[config.mk]
export PLATFORM = sky130hd
export DESIGN_NAME = angle_sequencer
export DESIGN_NICKNAME = d
export VERILOG_FILES = /design/src/rtl/angle_sequencer.sv
export SDC_FILE = /design/constraint.sdc
export NUM_CORES = 1
export LEC_CHECK = 0
export BUFFER_PORTS_ARGS = -buffer_cell sky130_fd_sc_hd__buf_2
export CORE_ASPECT_RATIO = 1.25
export CORE_MARGIN = 2
export CORE_UTILIZATION = 39
export CTS_CLUSTER_DIAMETER = 150
export DETAILED_ROUTE_END_ITERATION = 7
export PLACE_DENSITY = 0.58
export SYNTH_ARGS = -nofsm -noshare
export SYNTH_HDL_FRONTEND = slang
export SYNTH_SLANG_ARGS = --single-unit
[constraint.sdc]
create_clock -name clk -period 5.3 [get_ports clk]
set_input_delay 1.06 -clock clk [delete_from_list [all_inputs] [get_ports clk]]
set_output_delay 1.06 -clock clk [all_outputs]
set_load 0.005 [all_outputs]
[src/rtl/angle_sequencer.sv]
// angle_sequencer: steps a horizontal/vertical angle pair while the user holds
// the forward button, and publishes the pair to the display at frame boundaries.
//
// The working registers wx/wy advance on every prescaler step. The published
// registers xangle/yangle are loaded only on frame_start, so the picture never
// changes in the middle of a frame.
//
// Optional feature: define ANGLE_SEQ_DEBOUNCE_EN to debounce the synchronized
// button. The level then changes only after 65536 consecutive stable cycles.
// With the macro undefined, the raw synchronizer output is used directly.
module angle_sequencer #(
    parameter int PRESCALE = 1000000,
    parameter int XMAX     = 180,
    parameter int YSTEP    = 90,
    parameter int YMAX     = 270,
    parameter int AW       = 11
) (
    input  logic          clk,
    input  logic          rst,
    input  logic          forward,
    input  logic          frame_start,
    output logic [AW-1:0] xangle,
    output logic [AW-1:0] yangle,
    output logic          angle_update
);

    // Keep the prescaler at least one bit wide, even for PRESCALE == 1.
    localparam int PW = (PRESCALE > 1) ? $clog2(PRESCALE) : 1;

    localparam logic [PW-1:0] PRE_LAST = PW'(PRESCALE - 1);
    localparam logic [AW-1:0] X_LAST   = AW'(XMAX - 1);
    localparam logic [AW-1:0] Y_STEP   = AW'(YSTEP);
    // wy values above this one would exceed YMAX after the add.
    // The comparison is therefore made on wy before adding.
    localparam logic [AW-1:0] Y_WRAP   = AW'(YMAX - YSTEP);

    logic          sync_a;
    logic          sync_b;
    logic          fwd_s;
    logic [PW-1:0] prescaler;
    logic [PW-1:0] prescaler_nxt;
    logic          step;
    logic [AW-1:0] wx;
    logic [AW-1:0] wy;
    logic [AW-1:0] wx_nxt;
    logic [AW-1:0] wy_nxt;
    logic          changed;

    // Two-flop synchronizer for the asynchronous forward button.
    always_ff @(posedge clk or posedge rst) begin
        if (rst) begin
            sync_a <= 1'b0;
            sync_b <= 1'b0;
        end else begin
            sync_a <= forward;
            sync_b <= sync_a;
        end
    end

`ifdef ANGLE_SEQ_DEBOUNCE_EN
    logic [15:0] stable_cnt;
    logic        deb_level;

    // Debounce: adopt the synchronized level only after 65536 cycles in which
    // it differs from the current level. Any return to the current level
    // restarts the count.
    always_ff @(posedge clk or posedge rst) begin
        if (rst) begin
            stable_cnt <= 16'd0;
            deb_level  <= 1'b0;
        end else if (sync_b == deb_level) begin
            stable_cnt <= 16'd0;
        end else if (stable_cnt == 16'hFFFF) begin
            stable_cnt <= 16'd0;
            deb_level  <= sync_b;
        end else begin
            stable_cnt <= stable_cnt + 16'd1;
        end
    end

    assign fwd_s = deb_level;
`else
    assign fwd_s = sync_b;
`endif

    // Prescaler next state: count only while the button is held, and emit a
    // step on the terminal count.
    always_comb begin
        prescaler_nxt = prescaler;
        step          = 1'b0;
        if (fwd_s) begin
            if (prescaler == PRE_LAST) begin
                prescaler_nxt = '0;
                step          = 1'b1;
            end else begin
                prescaler_nxt = prescaler + PW'(1);
            end
        end else begin
            prescaler_nxt = prescaler;
        end
    end

    // Prescaler register.
    always_ff @(posedge clk or posedge rst) begin
        if (rst) begin
            prescaler <= '0;
        end else begin
            prescaler <= prescaler_nxt;
        end
    end

    // Working angle next state. wy moves only when wx wraps. Both limits are
    // tested before the add, so neither value can overshoot its limit.
    always_comb begin
        wx_nxt = wx;
        wy_nxt = wy;
        if (step) begin
            if (wx == X_LAST) begin
                wx_nxt = '0;
                if (wy > Y_WRAP) begin
                    wy_nxt = '0;
                end else begin
                    wy_nxt = wy + Y_STEP;
                end
            end else begin
                wx_nxt = wx + AW'(1);
                wy_nxt = wy;
            end
        end else begin
            wx_nxt = wx;
            wy_nxt = wy;
        end
    end

    // Working angle registers.
    always_ff @(posedge clk or posedge rst) begin
        if (rst) begin
            wx <= '0;
            wy <= '0;
        end else begin
            wx <= wx_nxt;
            wy <= wy_nxt;
        end
    end

    // Detect whether a publish would alter what the display currently shows.
    always_comb begin
        changed = 1'b0;
        if ((wx != xangle) || (wy != yangle)) begin
            changed = 1'b1;
        end else begin
            changed = 1'b0;
        end
    end

    // Publish the working angles at the frame boundary. Nonblocking
    // assignment means a coincident step is published on the next frame
    // rather than lost.
    always_ff @(posedge clk or posedge rst) begin
        if (rst) begin
            xangle       <= '0;
            yangle       <= '0;
            angle_update <= 1'b0;
        end else if (frame_start) begin
            xangle       <= wx;
            yangle       <= wy;
            angle_update <= changed;
        end else begin
            angle_update <= 1'b0;
        end
    end

endmodule

==> results.md <==
- The run finished with clean final reports.
- The number of diodes added for antenna fixing is 0.
- At the worst endpoint, the required time is 5.55 ns.
- Pin placement for this block handled 27 I/O pins.
- The layout cell share with drive strength beyond 1 is 0.226.
- The longest clock path from root to sink contains 2 buffers.
- The number of search-and-repair iterations in the first detailed-routing pass is 4.
- The final antenna-violating net count is 0.
- In this design, the stage delay of the slowest critical-path cell is 0.71 ns.
- In this run the horizontal extent of the chip is 88.9 microns.
- The routed design could run at a clock period as short as 2.51 ns.
- The total buffers and inverters traversed by the critical path is 0.
- The number of endpoints with negative hold slack in the final report is 0.
- The clock sink total is 65.
- TritonCTS built the clock tree.
- The switching power summed over all nets is 0.265 mW.
- The core footprint is 8700 sq um.
- Data on the critical path arrives at its endpoint at 2.76 ns.
- Setup repair after global routing left no endpoint under its margin.
- The DRC violation count after routing is 0.
- The hold buffer count at CTS is 0.
- The power density of the placed cells is 286 nW/um^2.
- After detailed routing, the average wire length per cell comes to 16.0 microns.
- The final layout contains routed wiring with a total length of 7360 microns.
- The clock power share is 0.468.
- The commonest cells after synthesis are sky130_fd_sc_hd__dfrtp_1 (65), sky130_fd_sc_hd__mux2_2 (21), sky130_fd_sc_hd__xor2_1 (20), sky130_fd_sc_hd__nand2_1 (17), sky130_fd_sc_hd__nand3_1 (17).
- The multi-input combinational cells in the finished layout cover a total of 1720 sq um.
- The number of clock buffers added by TritonCTS is 9.
- The wire length of the first global-routing pass is 12,500 microns.
- The wire-length estimate of the detail-placed layout is 5150 microns.
- The initial antenna violation count is 0.
- Across the whole layout, storage elements account for 1630 sq um.
- In this run, distinct cell masters in the synthesized netlist total 58.
- The cell taking the most area after synthesis is sky130_fd_sc_hd__dfrtp_1.
- The internal power of the cells totals 0.858 mW.
- In the final timing run, aggregate negative setup slack is 0 ns.
- The worst hold margin is 0.352 ns.
- The die span in y is 110 microns.
- The most used standard cell by instance count after synthesis is sky130_fd_sc_hd__dfrtp_1.
- For this design, the slowest cell found on the critical path is sky130_fd_sc_hd__or4b_4.
- The largest delay contributor family on the critical path is simple AND/OR/NAND/NOR gates.
- The worst slew margin relative to its limit is 0.484.
- In the synthesized netlist the async set-or-reset flop fraction comes to 1.00.
- The later pin in the worst-skew pair is clocked with a latency of 0.35 ns.
- The timing-limited maximum frequency is 398 MHz.
- Of the total power, registers draw 0.484.
- The maximum number of pins on one net before global-route repair is 63.
- The peak ir drop on the vdd network is 0.108 mV.
- Yosys printed 0 warnings.
- The worst setup path is launched from a register.
- In this run, synthesis produced a sequential element count of 65.
- The routability-driven placement congestion ratio is 0.796.
- The period utilization is 0.474.
- The area of the die is 9780 sq um.
- Clock-pin slew was measured on the worst setup and hold paths at 0.09 ns.
- The part of the Yosys area used for sequential elements is 0.463.
- The leakage power is 1.89 nW.
- The routed layout has 2,494 vias.
- The number of port buffers is 25.
- The largest fanout on the critical path is 14.
- The type of destination of the critical path is a register.
- Once the clock tree was built, the setup fixing pass inserted 0 buffers.
- From synthesis to final layout, the design area changed by 11.7%.
- The starting density of the core is 0.404.
- After clock tree synthesis, the repair step resized 0 gates.
- Setup violations remaining at the end of the flow were counted as 0.
- The number of max-slew violations in the final report is 0.
- The overall fraction of global-route tracks in use is 0.166.
- The H-tree level count is 3.
- At the pin with the least slew margin, the transition time is 0.774 ns.
- Of the post-synthesis cell area, the dominant cell type holds 0.463.
- The final layout contains 343 nets.
- Counting every net in the synthesized netlist gives 328.
- The detail-routed via count per cell is 5.41.
- The cell count after synthesis came out at 321.
- The initialized floorplan defines 38 standard-cell rows.
- The post-synth design cell area is 3510 sq um.
- The number of global-route vias before repair is 2,449.
- Clock skew on the completed layout was measured at 0.0113 ns.
- Max-cap violations in this run came to 0.
- The type of the tightest min-delay check is register to register.
- In the post-synthesis netlist, the biggest area contributors are sky130_fd_sc_hd__dfrtp_1 (46%), sky130_fd_sc_hd__mux2_2 (6.7%), sky130_fd_sc_hd__xor2_1 (5.0%).
- The share of power burned in combinational logic is 0.048.
- Once layout is complete, the utilization of the core stands at 0.451.
- The kind of critical path is register to register.
- The total overflow reported by the global router is 0.
- The signal on the critical path passes through ha_1 -> and4bb_2 -> nand4_1 -> or4b_4 -> o31ai_1.
- The first routing iteration left 150 violations.
- Fill cells in the final layout number 818.
- In this run, synthesis inferred 0 flip-flops with an integrated enable.
- The library cell used as clock root buffer is sky130_fd_sc_hd__clkbuf_8.
- The switching part of the total power is 0.236.
- The prevailing post-synth register cell is sky130_fd_sc_hd__dfrtp_1.
- The post-synthesis average cell area is 10.9 sq um.
power groups by stage:
| stage | registers, mW | logic [mW] | clock network, mW |
|---|---|---|---|
| finish | 0.543 | 0.0542 | 0.525 |
| global route | 0.547 | 0.0634 | 0.560 |
| CTS | 0.542 | 0.0565 | 0.541 |
| detailed placement | 0.551 | 0.0567 | 0 |
| global placement | 0.551 | 0.0543 | 0 |
| floorplan | 0.544 | 0.0448 | 0 |
cells in the final DEF, fill, tap and decap left out, drive strengths merged, types with 2 or more instances in the layout:
cell,instances
and3,8
clkbuf,9
nor4,7
dfrtp,65
a211o,2
o31ai,7
nand2,17
xnor2,15
and2,4
mux2,22
a21oi,4
nor3,5
o21ai,14
or3,6
and4,4
xor2,20
and4b,2
mux2i,8
nand4,10
or4,3
or4b,4
nor2,8
clkinv,3
buf,26
ha,3
or2,2
inv,12
a2111o,2
bufinv,3
a211oi,4
nor4b,5
a22o,2
o41ai,4
nand3,17
path summary, 6_finish.rpt:
check	startpoint	to	slack, ns	cells past startpoint
setup / recovery	wx[0]	wy[6]	2.79	5
hold / removal	sync_a	fwd_s	0.35	0
setup reg to reg	wx[0]	wy[6]	2.79	5
hold reg to reg	sync_a	fwd_s	0.35	0
max in group asynchronous	rst	prescaler[3]	3.79	3
min in group asynchronous	rst	yangle[2]	0.56	2
cells by family (layout without fill, tap and decap cells):
kind of cell,count (synthesis),in the layout,synth area share
and+or+nand+nor,106,106,0.199
DFF,65,65,0.463
AOI/OAI and AO/OA,48,48,0.0987
xor gates and xnor gates,35,35,0.0873
buffers and inverters,33,53,0.0467
muxes,30,30,0.0934
adders and majority gates,3,3,0.0107
other,1,1,0.00107
routing by layer:
metal | vias up | part of all wire | global-route usage
met5 | - | 0 | 0
met4 | 0 | 0.017 | 0.0671
met3 | 11 | 0.025 | 0.0283
met2 | 31 | 0.50 | 0.279
met1 | 1236 | 0.45 | 0.211
li1 | 1216 | - | -
worst register-to-register path, stage by stage (launching register included):
cell and delay, ns:
sky130_fd_sc_hd__dfrtp_1 0.46, sky130_fd_sc_hd__ha_1 0.29, sky130_fd_sc_hd__and4bb_2 0.24, sky130_fd_sc_hd__nand4_1 0.48, sky130_fd_sc_hd__or4b_4 0.71, sky130_fd_sc_hd__o31ai_1 0.23
state kept, by name, indices dropped and copies added, names as in the netlist:
name,cells
wy,10
sync_a,1
angle_update,1
xangle,11
wx,11
prescaler,20
fwd_s,1
yangle,10
stage by stage:
stage | instance area (sq um) | setup slack (ns) | total power [mW] | std cells
floorplan | 3510 | 2.61 | 0.589 | 321
global placement | 3670 | 2.94 | 0.605 | 445
detailed placement | 3670 | 2.82 | 0.608 | 445
CTS | 3920 | 2.79 | 1.14 | 461
global route | 3920 | 2.59 | 1.17 | 461
finish | 3920 | 2.79 | 1.12 | 461
final cells by class:
cell class	instances	area share
multi-input combinational	223	0.439
sequential	65	0.415
tap	120	0.0383
timing repair buffer	26	0.0338
clock inverter	7	0.0325
clock buffer	9	0.0316
inverter	11	0.0105
(Power assumes the default switching activity.)
